<file path="config.mk">
export PLATFORM = sky130hd
export DESIGN_NAME = fp_addsub_sequencer
export DESIGN_NICKNAME = d
export VERILOG_FILES = /design/src/rtl/fp_addsub_sequencer_pkg.sv /design/src/rtl/fp_addsub_sequencer_align_shift.sv /design/src/rtl/fp_addsub_sequencer.sv
export SDC_FILE = /design/constraint.sdc
export NUM_CORES = 1
export LEC_CHECK = 0
export CORE_MARGIN = 5
export CORE_UTILIZATION = 54
export DETAILED_ROUTE_END_ITERATION = 10
export HOLD_SLACK_MARGIN = 0.02
export PLACE_DENSITY_LB_ADDON = 0.12
export SLEW_MARGIN = 30
export SYNTH_ARGS = -nofsm -noshare
export SYNTH_HDL_FRONTEND = slang
export SYNTH_HIERARCHICAL = 1
export SYNTH_SLANG_ARGS = --single-unit
</file>
<file path="constraint.sdc">
create_clock -name clk -period 4.3 [get_ports clk]
set_input_delay 1.29 -clock clk [delete_from_list [all_inputs] [get_ports clk]]
set_output_delay 1.29 -clock clk [all_outputs]
set_load 0.1 [all_outputs]
</file>
<file path="src/rtl/fp_addsub_sequencer_pkg.sv">
// Shared definitions for the FP add/subtract sequencer: field-width
// defaults and the controller state encoding.
package fp_addsub_sequencer_pkg;

  // Single-precision field widths (the only configuration exercised so far)
  localparam int EXP_W_DEF = 8;
  localparam int MAN_W_DEF = 23;

  // Controller states; IDLE is zero so a cleared register is a safe state
  typedef enum logic [2:0] {
    ST_IDLE  = 3'd0,
    ST_ALIGN = 3'd1,
    ST_ADD   = 3'd2,
    ST_NORM  = 3'd3,
    ST_DONE  = 3'd4
  } state_t;

endpackage

</file>
<file path="src/rtl/fp_addsub_sequencer_align_shift.sv">
// fp_align_shift: combinational right shifter used during ALIGN.
// Bits shifted out are dropped (truncation); a shift of SIG_W or more
// clears the significand entirely.
module fp_align_shift #(
  parameter int SIG_W = 25,
  parameter int SH_W  = 8
) (
  input  logic [SIG_W-1:0] i_sig,
  input  logic [SH_W-1:0]  i_shamt,
  output logic [SIG_W-1:0] o_sig
);

  // Large exponent differences leave nothing of the smaller operand
  always_comb begin
    if (32'(i_shamt) >= 32'(SIG_W)) begin
      o_sig = '0;
    end else begin
      o_sig = i_sig >> i_shamt;
    end
  end

endmodule

</file>
<file path="src/rtl/fp_addsub_sequencer.sv">
// fp_addsub_sequencer: multi-cycle IEEE-754 single add/subtract.
// Sequence: IDLE -> ALIGN -> ADD -> NORM (one shift per cycle) -> DONE.
// Rounding is truncation; zero-exponent inputs are treated as signed zero;
// inf/NaN operands bypass the datapath.
// Optional build macro FP_SEQ_FLAGS_EN adds flag_zero/flag_ovf/flag_unf.
module fp_addsub_sequencer
  import fp_addsub_sequencer_pkg::*;
#(
  parameter int EXP_W = EXP_W_DEF,
  parameter int MAN_W = MAN_W_DEF
) (
  input  logic                   clk,
  input  logic                   rst_n,
  input  logic                   in_valid,
  output logic                   in_ready,
  input  logic [EXP_W+MAN_W:0]   op_a,
  input  logic [EXP_W+MAN_W:0]   op_b,
  input  logic                   op_sub,
  output logic                   out_valid,
  input  logic                   out_ready,
  output logic [EXP_W+MAN_W:0]   result,
  output logic                   busy
`ifdef FP_SEQ_FLAGS_EN
  ,
  output logic                   flag_zero,
  output logic                   flag_ovf,
  output logic                   flag_unf
`endif
);

  localparam int W     = 1 + EXP_W + MAN_W;
  localparam int SIG_W = MAN_W + 2;  // carry + hidden + stored mantissa
  localparam logic [EXP_W-1:0] L_EXP_MAX = '1;

  state_t r_state;
  state_t w_state_next;

  // Operand registers; after ALIGN, "a" holds the larger operand and
  // "b" the aligned smaller significand
  logic             r_sign_a, r_sign_b;
  logic [EXP_W-1:0] r_exp_a, r_exp_b;
  logic [SIG_W-1:0] r_sig_a, r_sig_b;
  logic             r_special;

  // Working result during NORM
  logic             r_sign;
  logic [EXP_W-1:0] r_exp;
  logic [SIG_W-1:0] r_sig;
  logic [W-1:0]     r_result;

  // Capture-side decode
  logic             w_sign_a, w_sign_b;
  logic [EXP_W-1:0] w_exp_a, w_exp_b;
  logic [SIG_W-1:0] w_sig_a, w_sig_b;
  logic             w_spec_a, w_spec_b, w_special;
  logic [W-1:0]     w_special_res;

  assign w_sign_a      = op_a[W-1];
  assign w_sign_b      = op_b[W-1] ^ op_sub;
  assign w_exp_a       = op_a[W-2 -: EXP_W];
  assign w_exp_b       = op_b[W-2 -: EXP_W];
  assign w_sig_a       = (w_exp_a == '0) ? '0 : {2'b01, op_a[MAN_W-1:0]};
  assign w_sig_b       = (w_exp_b == '0) ? '0 : {2'b01, op_b[MAN_W-1:0]};
  assign w_spec_a      = (w_exp_a == L_EXP_MAX);
  assign w_spec_b      = (w_exp_b == L_EXP_MAX);
  assign w_special     = w_spec_a | w_spec_b;
  assign w_special_res = w_spec_a ? op_a : {w_sign_b, op_b[W-2:0]};

  // Align-side decode: order by exponent, then by significand
  logic             w_swap;
  logic             w_sign_l, w_sign_s;
  logic [EXP_W-1:0] w_exp_l, w_exp_s, w_diff;
  logic [SIG_W-1:0] w_sig_l, w_sig_s, w_sig_s_sh;

  assign w_swap   = (r_exp_a < r_exp_b) || ((r_exp_a == r_exp_b) && (r_sig_a < r_sig_b));
  assign w_sign_l = w_swap ? r_sign_b : r_sign_a;
  assign w_sign_s = w_swap ? r_sign_a : r_sign_b;
  assign w_exp_l  = w_swap ? r_exp_b  : r_exp_a;
  assign w_exp_s  = w_swap ? r_exp_a  : r_exp_b;
  assign w_sig_l  = w_swap ? r_sig_b  : r_sig_a;
  assign w_sig_s  = w_swap ? r_sig_a  : r_sig_b;
  assign w_diff   = w_exp_l - w_exp_s;

  fp_align_shift #(
    .SIG_W (SIG_W),
    .SH_W  (EXP_W)
  ) u_align_shift (
    .i_sig   (w_sig_s),
    .i_shamt (w_diff),
    .o_sig   (w_sig_s_sh)
  );

  // Magnitude add/subtract; larger-minus-smaller never goes negative
  logic [SIG_W-1:0] w_sum;
  assign w_sum = (r_sign_a == r_sign_b) ? (r_sig_a + r_sig_b) : (r_sig_a - r_sig_b);

  // NORM decode, in priority order: saturate, zero, flush, shift, pack
  logic w_norm_ovf, w_norm_zero, w_norm_unf, w_norm_rsh, w_norm_lsh, w_norm_done;
  assign w_norm_ovf  = (r_exp == L_EXP_MAX);
  assign w_norm_zero = (r_sig == '0);
  assign w_norm_unf  = (r_exp == '0);
  assign w_norm_rsh  = r_sig[SIG_W-1];
  assign w_norm_lsh  = ~r_sig[SIG_W-2];
  assign w_norm_done = w_norm_ovf | w_norm_zero | w_norm_unf | (~w_norm_rsh & ~w_norm_lsh);

  // State register
  always_ff @(posedge clk or negedge rst_n) begin
    if (!rst_n) begin
      r_state <= ST_IDLE;
    end else begin
      r_state <= w_state_next;
    end
  end

  // Next-state logic; new operands are only looked at in IDLE
  always_comb begin
    w_state_next = r_state;
    case (r_state)
      ST_IDLE:  if (in_valid) w_state_next = ST_ALIGN;
      ST_ALIGN: w_state_next = r_special ? ST_DONE : ST_ADD;
      ST_ADD:   w_state_next = ST_NORM;
      ST_NORM:  if (w_norm_done) w_state_next = ST_DONE;
      ST_DONE:  if (out_ready) w_state_next = ST_IDLE;
      default:  w_state_next = ST_IDLE;
    endcase
  end

  assign in_ready  = (r_state == ST_IDLE);
  assign busy      = (r_state != ST_IDLE);
  assign out_valid = (r_state == ST_DONE);
  assign result    = r_result;

  // Datapath: capture, align, add, then one normalize step per cycle
  always_ff @(posedge clk or negedge rst_n) begin
    if (!rst_n) begin
      r_sign_a  <= 1'b0;
      r_sign_b  <= 1'b0;
      r_exp_a   <= '0;
      r_exp_b   <= '0;
      r_sig_a   <= '0;
      r_sig_b   <= '0;
      r_special <= 1'b0;
      r_sign    <= 1'b0;
      r_exp     <= '0;
      r_sig     <= '0;
      r_result  <= '0;
    end else begin
      case (r_state)
        ST_IDLE: begin
          if (in_valid) begin
            r_sign_a  <= w_sign_a;
            r_sign_b  <= w_sign_b;
            r_exp_a   <= w_exp_a;
            r_exp_b   <= w_exp_b;
            r_sig_a   <= w_sig_a;
            r_sig_b   <= w_sig_b;
            r_special <= w_special;
            if (w_special) r_result <= w_special_res;
          end
        end
        ST_ALIGN: begin
          r_sign_a <= w_sign_l;
          r_exp_a  <= w_exp_l;
          r_sig_a  <= w_sig_l;
          r_sign_b <= w_sign_s;
          r_sig_b  <= w_sig_s_sh;
        end
        ST_ADD: begin
          r_sign <= r_sign_a;
          r_exp  <= r_exp_a;
          r_sig  <= w_sum;
        end
        ST_NORM: begin
          if (w_norm_ovf) begin
            r_result <= {r_sign, L_EXP_MAX, {MAN_W{1'b0}}};
          end else if (w_norm_zero || w_norm_unf) begin
            r_result <= '0;
          end else if (w_norm_rsh) begin
            r_sig <= r_sig >> 1;
            r_exp <= r_exp + 1'b1;
          end else if (w_norm_lsh) begin
            r_sig <= {r_sig[SIG_W-2:0], 1'b0};
            r_exp <= r_exp - 1'b1;
          end else begin
            r_result <= {r_sign, r_exp, r_sig[MAN_W-1:0]};
          end
        end
        default: ;
      endcase
    end
  end

`ifdef FP_SEQ_FLAGS_EN
  logic r_flag_zero, r_flag_ovf, r_flag_unf;

  // Status flags are set with the final NORM action and cleared on leaving DONE
  always_ff @(posedge clk or negedge rst_n) begin
    if (!rst_n) begin
      r_flag_zero <= 1'b0;
      r_flag_ovf  <= 1'b0;
      r_flag_unf  <= 1'b0;
    end else if (r_state == ST_DONE && out_ready) begin
      r_flag_zero <= 1'b0;
      r_flag_ovf  <= 1'b0;
      r_flag_unf  <= 1'b0;
    end else if (r_state == ST_NORM && w_norm_done) begin
      r_flag_ovf  <= w_norm_ovf;
      r_flag_zero <= ~w_norm_ovf & (w_norm_zero | w_norm_unf);
      r_flag_unf  <= ~w_norm_ovf & ~w_norm_zero & w_norm_unf;
    end
  end

  assign flag_zero = r_flag_zero;
  assign flag_ovf  = r_flag_ovf;
  assign flag_unf  = r_flag_unf;
`endif

endmodule
</file>
==> key figures <==
Logic synthesis
  • Compound-Gate Fraction of Synth Area: 0.2705
  • Synth warnings: 6
  • Avg Inst Size Synth: 8.135 µm²
  • Async SR Flop Fraction: 1.000
  • Largest family of logic cells by synthesized area: compound AO/OA/AOI/OAI gates
  • Cells after synthesis: 1443
  • Synth Register Bits: 138
  • XOR/XNOR share of the synthesized area: 0.02686
  • Synth Flop Type: dfrtp_1
  • Simple-Gate Fraction of Synth Area: 0.1751
  • Sequential area share after synthesis: 0.2942
  • Post-Syn Area: 11740 µm²
  • Post-synthesis mux area share: 0.09326
  • Number of synthesized flops with an enable pin: 0
  • Syn_nets: 1578
  • Synth Area in Adders: 0.07227
  • Synth cell types: 92

Timing
  • Setup WS post-layout: -0.3759 ns
  • RSZ-0062 raised after global routing: yes
  • Hold WS: 0.4768 ns
  • Final setup fails: 22
  • Tmin final: 4.676 ns
  • Fin. Hold Viols: 0
  • Clock skew: 0.01487 ns
  • Fmax: 0.2139 GHz
  • Worst-margin pin slew: 0.9867 ns
  • Final Cycle Share: 1.087
  • Slew Limit Fails: 0
  • Rel. slew slack: 0.3402

Clock tree
  • Reg clk slew, reported paths: 0.07 ns
  • Bufs on Longest Clock Path: 2
  • # hold bufs at CTS: 0
  • CTS tree: yes
  • Worst-Skew Late Latency: 0.43 ns
  • H-tree Lvls: 4
  • CTS Root Buffer Type: clkbuf_16
  • Cts bufs inserted: 17
  • Clk sinks: 138

Finish
  • FILL cells: 1657
  • Ant. Diodes: 0
  • Area of the multi-input gates: 8155 µm²
  • Register Area: 3453 µm²
  • Share of layout cells above drive strength 1: 0.2588
  • Area Overhead vs Synth: 38.31%
  • Final #Nets: 1893
  • Fin util: 0.7509

Job
  • Max Cap Viol: 0

GRT
  • Largest net degree at the start of global routing: 71
  • Aggregate global routing overflow: 0
  • Initial antenna violation count: 0
  • Global-route wire length before repair: 65.08 mm
  • GRT Total Usage: 0.3334
  • Vias in the first global route: 11770

Drt
  • Vias after detailed routing: 12710
  • Total Wirelength: 42.53 mm
  • Met3 WL: 3.957 mm
  • Met1 wire length: 19.06 mm
  • Vias per std cell: 6.201
  • DRC: 0
  • Pre-antenna DRT Iters: 8
  • Highest routed layer: met4
  • WL/cell: 20.75 µm
  • Met2 WL: 18.52 mm
  • Routed Antenna Nets: 0
  • 1st-iter DRT viols: 1387

Setup path
  • Crit-path max cell delay: 0.51 ns
  • R2r worst-path depth: 20
  • CP Capture Type: flop
  • Worst path arrival time: 4.97 ns
  • Crit path max-delay family: compound AO/OA/AOI/OAI gates
  • Worst path cell trace: ha_4 -> nor2b_4 -> o2111ai_4 -> a2111oi_4 -> o21ba_4 -> buf_6 -> o21ai_4 -> a211oi_4 -> a31oi_4 -> a221oi_4 -> xnor2_2 -> buf_6 -> buf_4 -> mux4_2 -> mux2i_1 -> buf_4 -> nand2b_4 -> a41oi_2 -> a222oi_1 -> inv_1
  • Startpoint Class: flop
  • Crit path buffers/inverters: 5
  • WP depth: 20
  • Crit-path slowest cell: mux4_2
  • Critical Path RT: 4.60 ns
  • Critical setup path kind: flop to flop
  • Crit Path Max Fanout: 8

Placement
  • IO Port Bufs: 103
  • GP Congestion: 1.000
  • Final HPWL from detailed placement: 32.09 mm

Floorplanning
  • Core footprint: 21620 µm²
  • Overall die area: 24790 µm²
  • I/O Pins: 104
  • Die height: 157.4 µm
  • Die Span X: 157.4 µm
  • Initial Util: 0.5429
  • FP Rows: 54

Min path
  • HP Class: flop to flop
  • Hold Path Depth: 2

Status
  • Status: finished with violations
  • Failing checks: negative setup slack
-- registers in the layout, summed over array words and instances, names as in the netlist, named ones only --
name,flops
result,32
r_sig,25
r_sig_a,25
r_sig_b,25
r_exp,8
r_exp_b,8
r_exp_a,7
r_state,3
r_sign,1
r_sign_a,1
r_sign_b,1
r_special,1
-- cells in the mapped netlist, types with 7 or more instances --
| cell type | number | share of area |
|---|---|---|
| a31oi_1 | 7 | 0.0037 |
| o21bai_1 | 12 | 0.0077 |
| o21ai_0 | 138 | 0.059 |
| o31ai_1 | 9 | 0.0058 |
| mux2_2 | 9 | 0.0086 |
| nor2_1 | 145 | 0.046 |
| xnor2_1 | 28 | 0.021 |
| a21o_1 | 17 | 0.011 |
| mux2i_1 | 61 | 0.052 |
| ha_1 | 63 | 0.067 |
| a221oi_1 | 26 | 0.019 |
| a211oi_1 | 9 | 0.0058 |
| clkbuf_1 | 67 | 0.021 |
| nand2_1 | 154 | 0.049 |
| nand3b_1 | 8 | 0.0051 |
| xor2_1 | 8 | 0.0060 |
| mux4_2 | 14 | 0.027 |
| a222oi_1 | 25 | 0.021 |
| and2_1 | 9 | 0.0048 |
| a21oi_1 | 128 | 0.055 |
| o22ai_1 | 11 | 0.0059 |
| dfrtp_1 | 138 | 0.29 |
| nor3_1 | 20 | 0.0085 |
| buf_2 | 15 | 0.0064 |
| buf_6 | 7 | 0.0067 |
| a221o_1 | 10 | 0.0085 |
| a22oi_1 | 23 | 0.015 |
| inv_1 | 90 | 0.029 |
| nand3_1 | 18 | 0.0077 |
| o211ai_1 | 8 | 0.0051 |
| nand4_1 | 20 | 0.011 |
| nor2b_1 | 11 | 0.0059 |
| nand2b_1 | 9 | 0.0048 |
| nor4_1 | 15 | 0.0080 |
-- path summary, 6_finish.rpt --
path / startpoint / end / slack (ns)
min reg2reg: result[2]$_DFFE_PN0P_ / result[2]$_DFFE_PN0P_ / 0.48
max: r_sig_a[1]$_DFFE_PN0P_ / r_sig_b[1]$_DFFE_PN0P_ / -0.38
max reg2reg: r_sig_a[1]$_DFFE_PN0P_ / r_sig_b[1]$_DFFE_PN0P_ / -0.38
max in group asynchronous: rst_n / r_sig_b[23]$_DFFE_PN0P_ / 2.65
min in group asynchronous: rst_n / r_exp[5]$_DFFE_PN0P_ / 0.86
min: result[2]$_DFFE_PN0P_ / result[2]$_DFFE_PN0P_ / 0.48
-- cells by family (layout without fill, tap and decap cells) --
logic type	Yosys count	count (layout)
fa+ha+maj	66	66
flops	138	138
mux	88	88
buf+inv	187	514
xor+xnor	36	36
simple gates	442	442
compound gates	486	486
-- what timing repair did --
item                                    4_1_cts  5_1_grt
gates cloned                                  0        1
endpoints found under the setup margin       25       25
pin swaps                                    39       56
resized for setup                            39       85
buffers inserted                             17       17
-- worst min-delay path: cells and delay by family, from the launching register on --
kind / cells / cell delay [ns]
flops: 1 / 0.34
compound gates: 1 / 0.06
simple gates: 1 / 0.04
-- placed cells by master, fill, tap and decap left out, drive strengths merged, types with 8 or more instances in the layout --
cell	count
nor3	21
o21ai	146
o22ai	11
nor2b	11
ha	63
a211oi	10
nand3	18
mux2	12
xnor2	28
nand2b	9
clkbuf	19
buf	292
dfrtp	138
o211ai	8
a222oi	25
nor4	17
mux2i	61
xor2	8
nand2	154
inv	95
a21o	18
a221o	10
a22oi	24
nand3b	9
nand4	20
clkdlybuf4s50	99
a21oi	129
nor2	145
a221oi	26
mux4	15
and2	10
o21bai	12
o31ai	9
-- routing by layer --
| metal | GRT usage | vias up |
|---|---|---|
| met5 | 0 | - |
| met2 | 0.4952 | 633 |
| met4 | 0.09381 | 0 |
| met1 | 0.5016 | 6107 |
| li1 | - | 5908 |
| met3 | 0.05472 | 64 |
-- cell type report --
type | count | share of cell area
multi-input combinational | 1118 | 0.5023
clock inverter | 13 | 0.008940
clock buffer | 18 | 0.02643
inverter | 91 | 0.02104
sequential | 138 | 0.2127
timing repair buffer | 392 | 0.2070
tap | 280 | 0.02158
-- stage by stage --
stage | setup TNS [ns] | std cells | worst slack (ns) | instance area (µm²)
3_3_place_gp | -4.733 | 1990 | -0.3896 | 14830
4_1_cts | -2.553 | 2038 | -0.2335 | 15720
6_report | -4.626 | 2050 | -0.3759 | 16240
2_1_floorplan | 0 | 1443 | 0.02370 | 11840
5_1_grt | -8.745 | 2050 | -0.5429 | 16240
3_5_place_dp | -7.205 | 1990 | -0.4708 | 14850
Power is left out: the tool's default activity adds up to more than one toggle a clock period on the data nets, which glitch-free logic cannot reach.
